`src/rtl/pipe_ctrl_if.sv`:
```
// ---------------------------------------------------------------------------
// pipe_ctrl_if
// Bundles the pipeline-facing signals of the sequencing controller.
//   master : pipeline side; drives stall/multi-cycle/exception requests and
//            observes the stall vector, flush, redirect PC and status.
//   slave  : controller side (pipe_ctrl).
// Request signals : stallreq_id, stallreq_ex, mc_start, mc_cycles,
//                   excp_req, excp_vector
// Result signals  : stall[5:0], flush, new_pc, mc_busy, mc_done, stall_cnt
// ---------------------------------------------------------------------------
interface pipe_ctrl_if #(
  parameter int CNT_W  = 6,
  parameter int ADDR_W = 32
);
  logic              stallreq_id;
  logic              stallreq_ex;
  logic              mc_start;
  logic [CNT_W-1:0]  mc_cycles;
  logic              excp_req;
  logic [ADDR_W-1:0] excp_vector;
  logic [5:0]        stall;
  logic              flush;
  logic [ADDR_W-1:0] new_pc;
  logic              mc_busy;
  logic              mc_done;
  logic [31:0]       stall_cnt;

  modport master (
    output stallreq_id, stallreq_ex, mc_start, mc_cycles, excp_req, excp_vector,
    input  stall, flush, new_pc, mc_busy, mc_done, stall_cnt
  );

  modport slave (
    input  stallreq_id, stallreq_ex, mc_start, mc_cycles, excp_req, excp_vector,
    output stall, flush, new_pc, mc_busy, mc_done, stall_cnt
  );
endinterface

```
`src/rtl/pipe_ctrl.sv`:
```
// ---------------------------------------------------------------------------
// pipe_ctrl
// Central sequencing controller for the 5-stage pipeline.
//   - merges ID (load-use) and EX (external busy) stall requests
//   - holds the front of the pipe for multi-cycle EX operations
//   - turns a MEM exception into a registered flush plus redirect PC
//   - counts stalled cycles (saturating)
// Ports:
//   clk  : clock
//   rst  : synchronous, active-high reset
//   bus  : pipe_ctrl_if.slave (requests in, stall/flush/new_pc/status out)
// Stall vector bits: 0 PC, 1 IF, 2 ID, 3 EX, 4 MEM, 5 WB.
// ---------------------------------------------------------------------------
module pipe_ctrl #(
  parameter int CNT_W        = 6,
  parameter int FLUSH_CYCLES = 1,
  parameter int ADDR_W       = 32
) (
  input  logic        clk,
  input  logic        rst,
  pipe_ctrl_if.slave  bus
);

  localparam logic [5:0] STALL_NONE = 6'b000000;
  localparam logic [5:0] STALL_ID   = 6'b000111;
  localparam logic [5:0] STALL_EX   = 6'b001111;
  localparam logic [1:0] FCNT_INIT  = 2'(FLUSH_CYCLES - 1);

  typedef enum logic [1:0] {
    RUN   = 2'd0,
    MC    = 2'd1,
    FLUSH = 2'd2
  } state_t;

  state_t            state_r;
  logic [CNT_W-1:0]  cnt_r;
  logic [1:0]        fcnt_r;
  logic [ADDR_W-1:0] new_pc_r;
  logic              flush_r;
  logic [31:0]       stall_cnt_r;

  logic [5:0]        stall_s;
  logic              mc_done_s;
  logic              mc_busy_s;

  // Zero-latency stall vector and multi-cycle status from state and inputs.
  always_comb begin
    stall_s   = STALL_NONE;
    mc_done_s = 1'b0;
    mc_busy_s = 1'b0;
    if (rst) begin
      stall_s   = STALL_NONE;
      mc_done_s = 1'b0;
      mc_busy_s = 1'b0;
    end else begin
      case (state_r)
        RUN: begin
          if (bus.excp_req) begin
            // exception wins over everything; the faulting op is squashed
            stall_s = STALL_NONE;
          end else if (bus.mc_start) begin
            if (bus.mc_cycles == {CNT_W{1'b0}}) begin
              // zero-length op completes without occupying EX
              stall_s   = STALL_NONE;
              mc_done_s = 1'b1;
            end else if (bus.mc_cycles == CNT_W'(1)) begin
              stall_s   = STALL_EX;
              mc_done_s = 1'b1;
            end else begin
              stall_s   = STALL_EX;
            end
          end else if (bus.stallreq_ex) begin
            stall_s = STALL_EX;
          end else if (bus.stallreq_id) begin
            stall_s = STALL_ID;
          end else begin
            stall_s = STALL_NONE;
          end
        end
        MC: begin
          mc_busy_s = 1'b1;
          if (bus.excp_req) begin
            // abort: no completion pulse
            stall_s = STALL_NONE;
          end else begin
            stall_s   = STALL_EX;
            mc_done_s = (cnt_r == CNT_W'(1));
          end
        end
        FLUSH: begin
          stall_s = STALL_NONE;
        end
        default: begin
          stall_s = STALL_NONE;
        end
      endcase
    end
  end

  // Sequencing FSM with registered flush and redirect PC.
  always_ff @(posedge clk) begin
    if (rst) begin
      state_r  <= RUN;
      cnt_r    <= {CNT_W{1'b0}};
      fcnt_r   <= 2'd0;
      new_pc_r <= {ADDR_W{1'b0}};
      flush_r  <= 1'b0;
    end else begin
      case (state_r)
        RUN: begin
          if (bus.excp_req) begin
            state_r  <= FLUSH;
            new_pc_r <= bus.excp_vector;
            fcnt_r   <= FCNT_INIT;
            flush_r  <= 1'b1;
          end else if (bus.mc_start && (bus.mc_cycles > CNT_W'(1))) begin
            // mc_start cycle is the first of N stall cycles, so N-1 remain
            state_r <= MC;
            cnt_r   <= bus.mc_cycles - CNT_W'(1);
          end else begin
            state_r <= RUN;
          end
        end
        MC: begin
          if (bus.excp_req) begin
            state_r  <= FLUSH;
            new_pc_r <= bus.excp_vector;
            fcnt_r   <= FCNT_INIT;
            flush_r  <= 1'b1;
            cnt_r    <= {CNT_W{1'b0}};
          end else if (cnt_r == CNT_W'(1)) begin
            state_r <= RUN;
            cnt_r   <= {CNT_W{1'b0}};
          end else begin
            cnt_r   <= cnt_r - CNT_W'(1);
          end
        end
        FLUSH: begin
          if (fcnt_r == 2'd0) begin
            state_r <= RUN;
            flush_r <= 1'b0;
          end else begin
            fcnt_r  <= fcnt_r - 2'd1;
          end
        end
        default: begin
          state_r <= RUN;
          flush_r <= 1'b0;
        end
      endcase
    end
  end

  // Saturating count of cycles in which any stage is stalled.
  always_ff @(posedge clk) begin
    if (rst) begin
      stall_cnt_r <= 32'd0;
    end else if ((stall_s != STALL_NONE) && (stall_cnt_r != 32'hFFFF_FFFF)) begin
      stall_cnt_r <= stall_cnt_r + 32'd1;
    end else begin
      stall_cnt_r <= stall_cnt_r;
    end
  end

  assign bus.stall     = stall_s;
  assign bus.mc_done   = mc_done_s;
  assign bus.mc_busy   = mc_busy_s;
  assign bus.flush     = flush_r & ~rst;
  assign bus.new_pc    = new_pc_r;
  assign bus.stall_cnt = stall_cnt_r;

endmodule
```
`src/flat_wrapper.sv`:
```
// flat-port wrapper written by rule: the top's interface ports become plain ports
module pipe_ctrl_flat 
#(
  parameter int CNT_W        = 6,
  parameter int FLUSH_CYCLES = 1,
  parameter int ADDR_W       = 32
)
  (clk, rst, bus_stallreq_id, bus_stallreq_ex, bus_mc_start, bus_mc_cycles, bus_excp_req, bus_excp_vector, bus_stall, bus_flush, bus_new_pc, bus_mc_busy, bus_mc_done, bus_stall_cnt);
  pipe_ctrl_if #(.CNT_W(CNT_W), .ADDR_W(ADDR_W)) bus_i ();
  input  logic clk;
  input  logic rst;
  input wire logic [$bits(bus_i.stallreq_id)-1:0] bus_stallreq_id;
  input wire logic [$bits(bus_i.stallreq_ex)-1:0] bus_stallreq_ex;
  input wire logic [$bits(bus_i.mc_start)-1:0] bus_mc_start;
  input wire logic [$bits(bus_i.mc_cycles)-1:0] bus_mc_cycles;
  input wire logic [$bits(bus_i.excp_req)-1:0] bus_excp_req;
  input wire logic [$bits(bus_i.excp_vector)-1:0] bus_excp_vector;
  output wire logic [$bits(bus_i.stall)-1:0] bus_stall;
  output wire logic [$bits(bus_i.flush)-1:0] bus_flush;
  output wire logic [$bits(bus_i.new_pc)-1:0] bus_new_pc;
  output wire logic [$bits(bus_i.mc_busy)-1:0] bus_mc_busy;
  output wire logic [$bits(bus_i.mc_done)-1:0] bus_mc_done;
  output wire logic [$bits(bus_i.stall_cnt)-1:0] bus_stall_cnt;
  assign bus_i.stallreq_id = bus_stallreq_id;
  assign bus_i.stallreq_ex = bus_stallreq_ex;
  assign bus_i.mc_start = bus_mc_start;
  assign bus_i.mc_cycles = bus_mc_cycles;
  assign bus_i.excp_req = bus_excp_req;
  assign bus_i.excp_vector = bus_excp_vector;
  assign bus_stall = bus_i.stall;
  assign bus_flush = bus_i.flush;
  assign bus_new_pc = bus_i.new_pc;
  assign bus_mc_busy = bus_i.mc_busy;
  assign bus_mc_done = bus_i.mc_done;
  assign bus_stall_cnt = bus_i.stall_cnt;
  pipe_ctrl #(.CNT_W(CNT_W), .FLUSH_CYCLES(FLUSH_CYCLES), .ADDR_W(ADDR_W)) u_core (.clk(clk), .rst(rst), .bus(bus_i));
endmodule
```
`config.mk`:
```
export PLATFORM = sky130hd
export DESIGN_NAME = pipe_ctrl_flat
export DESIGN_NICKNAME = d
export VERILOG_FILES = /design/src/rtl/pipe_ctrl_if.sv /design/src/rtl/pipe_ctrl.sv /design/src/flat_wrapper.sv
export SDC_FILE = /design/constraint.sdc
export NUM_CORES = 1
export LEC_CHECK = 0
export CORE_MARGIN = 5
export CORE_UTILIZATION = 38
export CTS_BUF_LIST = sky130_fd_sc_hd__clkbuf_2 sky130_fd_sc_hd__clkbuf_4 sky130_fd_sc_hd__clkbuf_8
export CTS_CLUSTER_SIZE = 14
export DETAILED_ROUTE_END_ITERATION = 10
export GPL_TIMING_DRIVEN = 0
export PLACE_DENSITY = 0.68
export SLEW_MARGIN = 20
export SYNTH_ARGS = -nofsm -noshare
export SYNTH_HDL_FRONTEND = slang
export SYNTH_SLANG_ARGS = --single-unit
export TNS_END_PERCENT = 5
```
`constraint.sdc`:
```
create_clock -name clk -period 2.2 [get_ports clk]
set_input_delay 0.44 -clock clk [delete_from_list [all_inputs] [get_ports clk]]
set_output_delay 0.44 -clock clk [all_outputs]
set_load 0.02 [all_outputs]
```
======== After elaboration in Yosys (flattened, before gate mapping) ========
Cells that the tools add are included.
word-level totals
  input bits .............................. 44
  output and inout bits ................... 73
  flip-flop bits (word level) ............. 75
  word-level logic and storage cells ...... 72
operators by class
  order comparisons ....................... 1
  multiplexer cells ....................... 34
  reductions and logical operators ........ 14
  bitwise logic cells ..................... 2
  equal/unequal tests ..................... 11
  add/sub/neg operators ................... 4
operators by type and width
  cell                                                number
  2-to-1 mux 6 bit                                    8
  adder 32 x 1 -> 32 bit, second input constant       1
  != test 32 bit, second input constant               1
  one-hot mux 6 bit (2 select lines)                  2
  == test 6 x 1 -> 1 bit, second input constant       2
  2-to-1 mux 2 bit                                    6
  subtractor 6 x 1 -> 6 bit, second input constant    2
  2-to-1 mux 1 bit                                    11
  2-to-1 mux 4 bit                                    2
  > comparator 6 x 1 -> 1 bit, second input constant  1
  logical NOT 6 bit                                   1
  != test 2 x 1 -> 1 bit, second input constant       3
  one-hot mux 2 bit (3 select lines)                  1
  AND reduction 2 bit                                 3
  AND reduction 3 bit                                 2
  nonzero test 6 bit                                  1
  logical NOT 2 bit                                   2
  != test 2 bit, second input constant                2
  one-hot mux 1 bit (2 select lines)                  2
  one-hot mux 2 bit (2 select lines)                  1
  nonzero test 2 bit                                  2
  2-to-1 mux 3 bit                                    1
  != test 3 x 2 -> 1 bit, second input constant       1
  == test 2 x 1 -> 1 bit, second input constant       1
  6 further kinds                                     7

======== Logic depth before layout (Yosys ltp) ========
Gate-level depths: netlist of run 1.
  word-level depth ........................ 8
  depth in mapped cells ................... 9
  mapped depth without buffers ............ 7

======== Least setup slack after synthesis of run 1 ========
Ideal clock, no wire load.
  kind .................................... input-to-output
  start ................................... input port bus_mc_cycles[5]
  end ..................................... output port bus_mc_done
  path buffers ............................ 0
  slack ................................... -0.003 ns
  required time ........................... 1.760 ns
  cell stages on the path ................. 4
  arrival time ............................ 1.763 ns
  cell sequence ........................... or4_4 nor4_1 a31oi_1 nor3_1
on the way
  cells in the longest elaborated chain, start to end .. 7
  elaborated cells on any way between the ends .. 8
  those cells by class .................... eq/ne (1); mux (6); reduce/logical (1)
ends and longest elaborated chain
  item                                    RTL line            RTL
  start, declared                         flat_wrapper.sv:15  input wire logic [$bits(bus_i.mc_cycles)-1:0] bus_mc_cycles;
  == test 6 x 1 -> 1 bit                  pipe_ctrl.sv:66     end else if (bus.mc_cycles == CNT_W'(1)) begin
  2-to-1 mux 1 bit                        pipe_ctrl.sv:66
  2-to-1 mux 1 bit (*)                    pipe_ctrl.sv:62     if (bus.mc_cycles == {CNT_W{1'b0}}) begin
  2-to-1 mux 1 bit (*)                    pipe_ctrl.sv:61     end else if (bus.mc_start) begin
  2-to-1 mux 1 bit (*)                    pipe_ctrl.sv:58     if (bus.excp_req) begin
  one-hot mux 1 bit (2 select lines) (*)  pipe_ctrl.sv:56     case (state_r)
  2-to-1 mux 1 bit (*)                    pipe_ctrl.sv:51     if (rst) begin
  end, declared                           flat_wrapper.sv:22  output wire logic [$bits(bus_i.mc_done)-1:0] bus_mc_done;
Every way passes the cells marked *; elsewhere a longest branch is shown, timed or not.

======== Worst setup path in the final report of run 1 ========
  start ................................... input port bus_stallreq_ex
  end ..................................... output port bus_stall[1]
on the way
  cells in the longest elaborated chain, start to end .. 5
ends and longest elaborated chain
  item                                RTL line            RTL
  start, declared                     flat_wrapper.sv:13  input wire logic [$bits(bus_i.stallreq_ex)-1:0] bus_stallreq_ex;
  2-to-1 mux 6 bit                    pipe_ctrl.sv:72     end else if (bus.stallreq_ex) begin
  2-to-1 mux 6 bit                    pipe_ctrl.sv:61
  2-to-1 mux 6 bit                    pipe_ctrl.sv:58
  one-hot mux 6 bit (2 select lines)  pipe_ctrl.sv:56
  2-to-1 mux 6 bit                    pipe_ctrl.sv:51
  end, declared                       flat_wrapper.sv:18  output wire logic [$bits(bus_i.stall)-1:0] bus_stall;
Every way passes these cells.

==> results.toml, run 1 <==
[yosys]
synth_edf_count = 0
ys_seq_area_frac = 0.4252
yosys_warnings = 0
synth_commonest_cells = "86 x nand2_1, 75 x dfxtp_1, 70 x a21oi_1"
yosys.area.top_type = "dfxtp_1"
synth.most_common_cell = "nand2_1"
yosysTopAreaCellShare = 0.4252
async_reset_ff_frac = 0
synth_cells = 450
postSynthAreaPerCell_um2 = 7.846
syn_area_mm2 = 0.003531
ys_types = 45
ys.flop_type = "dfxtp_1"
synth.area.top_cells = "dfxtp_1 43%, a21oi_1 9.9%, nand2_1 9.1%"
synth_seq_cells = 75

[flow_run]
max-cap-violations = 0

[floorplanning]
start_util = 0.3858
rows = 35
core_area_mm2 = 0.009153
die-height_um = 106.4
io_pins = 117
fp.dieW_um = 106.4
die-area_mm2 = 0.01132

[routing]
routed_wl_um = 10540
vias_per_cell = 5.277
vias = 3657
drt_iter0_drc = 143
wire_per_inst_um = 15.22
drc = 0
ant_nets = 0
dr.pass1.iters = 4

[power_and_ir_drop]
switching_share = 0.2464
seq_power_share = 0.447
p_switching_mw = 0.7944
p_int_mw = 2.429
power.density_mw_per_mm2 = 630.4
peakVddDrop_mv = 0.2868
pwr-share-clk = 0.402
comb_power_share = 0.151
power_leakage_nw = 1.774

[timing]
slew_violations = 0
grt_setup_unrepaired = "yes"
timing.final.ws_setup_ns = -0.07771
fmax_mhz = 439.0
hold_viol = 0
maxSlewHeadroom = 0.5666
setup_viol_count_final = 3
fin_worst_skew_ns = 0.009248
fin_crit_sh = 1.035
totalNegativeSetupSlack_ns = -0.2179
worst_slew_pin_slew_ns = 0.6472
hold_ws_ns = 0.4557
min_period_ns = 2.278

[clock_tree]
clockBufferDepth = 2
cts-root-buf = "clkbuf_8"
cts_tree = "built"
cts_buffers = 9
h-tree-depth = 3
cts.sinks = 75
clock_latency_ns = 0.34
path_clk_slew_ns = 0.07

[grt]
use_met3 = 0.03825
grt_max_degree = 13
use_met2 = 0.3154
grt_use_met1 = 0.2371
overflow = 0
grt_usage = 0.1866
grt.busiest_layer = "met2"
grt_pass1_wl_um = 17320
antenna_found_initial = 0
grt_pass1_vias = 3535

[worst_setup_path]
end_kind = "primary output"
start_kind = "input port"
r2r_start = "u_core.state_r[0]$_SDFFE_PP0P_"
critical_path_class = "in -> out"
critPathLaunch = "bus_stallreq_ex"
path_max_fanout = 4
path_cells = "clkdlybuf4s50_1 > or4_1 > o211a_4 > buf_4 > buf_2"
crit_path_top_delay_cell = "or4_1"
crit_arrival_ns = 1.84
crit_required_ns = 1.76
crit_path_max_incr_delay_ns = 0.50

[layout]
diodes = 0
fin_nets = 628
area_delta_synth_final_pct = 44.83
drive_above_1_share = 0.1031

[min_path]
holdCritStartpoint = "u_core.bus.new_pc[2]$_SDFFE_PP0P_"
hold_class = "reg -> reg"

[placement]
place_ws_ns = -0.8669
dp_hpwl_um = 7791
io_buffers = 113
gp_congestion = 0.8382

[outcome]
status = "complete, but fails checks"
violations = "negative setup slack"
[cell usage in the layout, fill, tap and decap left out, types with 3 or more instances in the layout]
master           count
nor2b_1              4
o21ai_1              4
clkbuf_1            14
o31ai_1              8
buf_2                4
dlygate4sd2_1        5
o211ai_1             4
or4_1                7
nand3_1             16
buf_4                8
a21oi_1             70
xnor2_1              7
nor3_1               7
ha_1                 5
dfxtp_2              7
dfxtp_1             68
nand2b_1             4
nor2_1              25
clkdlybuf4s50_1    100
inv_1               12
clkbuf_8            10
and4_1               6
bufinv_16            3
nand4_1              7
and3_1               3
or3_1               22
clkbuf_2             5
o21ai_0             24
nand2_1             85
[kinds of logic after synthesis]
group	Yosys count	synth area share
other	1	0.001062
AND/OR/NAND/NOR	197	0.2725
buffers and inverters	39	0.05280
XOR/XNOR	8	0.01984
adder cells (fa/ha/maj)	7	0.02480
flip-flops	75	0.4252
AO/OA/AOI/OAI	122	0.2009
multiplexers	1	0.002835
[per-stage QoR]
stage	area [um^2]	utilization	total power, mW	std cells
floorplan	3540	-	1.724	451
global placement	4810	0.5255	1.950	675
detailed placement	4810	0.5255	1.959	675
CTS	5069	0.5538	3.251	692
global route	5114	0.5587	3.360	693
finish	5114	0.5587	3.224	693
[per-layer routing]
layer / routed length, um / up-vias / share of wire
li1: - / 1840 / -
met1: 4773 / 1699 / 0.45
met2: 5070 / 106 / 0.48
met3: 607 / 12 / 0.058
met4: 93 / 0 / 0.0088
met5: 0 / - / 0
[layout make-up]
class | instances | area (um^2)
Buffer | 26 | 147.6
Clock buffer | 11 | 145.1
Clock inverter | 5 | 100.1
Fill cell | 863 | 4039
Inverter | 13 | 48.80
Multi-Input combinational cell | 337 | 1909
Sequential cell | 75 | 1510
Tap cell | 111 | 138.9
Timing Repair Buffer | 115 | 1114
[worst max-delay path: cells and delay by family]
family,cells,cell delay (ns)
buffers and inverters,3,0.71
and+or+nand+nor,1,0.50
AOI/OAI and AO/OA,1,0.20
[power by group through the flow]
| stage | registers (mW) | clock network, mW | logic (mW) |
|---|---|---|---|
| 4_1_cts | 1.44 | 1.32 | 0.488 |
| 3_3_place_gp | 1.47 | 0 | 0.479 |
| 2_1_floorplan | 1.51 | 0 | 0.211 |
| 3_5_place_dp | 1.47 | 0 | 0.486 |
| 6_report | 1.44 | 1.29 | 0.487 |
| 5_1_grt | 1.45 | 1.38 | 0.531 |
[state kept, by name (all words and copies together) (netlist names)]
register              flops
u_core.bus.new_pc        32
u_core.bus.stall_cnt     32
u_core.cnt_r              6
u_core.fcnt_r             2
u_core.state_r            2
u_core.flush_r            1
[final timing paths]
| path | slack (ns) | to | depth (start not counted) |
|---|---|---|---|
| worst max register to register | 0.05 | u_core.bus.stall_cnt[1]$_SDFFE_PP0P_ | 9 |
| worst min register to register | 0.46 | u_core.bus.new_pc[2]$_SDFFE_PP0P_ | 2 |
| worst max-delay path | -0.08 | bus_stall[1] | 5 |
| worst min-delay path | 0.46 | u_core.bus.new_pc[2]$_SDFFE_PP0P_ | 2 |
[repair_timing]
item,4_1_cts,5_1_grt
endpoints found under the setup margin,19,27
setup buffers,1,1
pin swaps,5,3
hold buffers,0,0
gates cloned,0,0
resized for setup,41,21
No activity file was read; power rests on OpenSTA's default activity.
==> inputs of run 2 (changes only) <==
CAP_MARGIN = 5   (was not set)
==> results of run 2 <==
The final DEF is identical to that of run 1; final timing and power are the same.
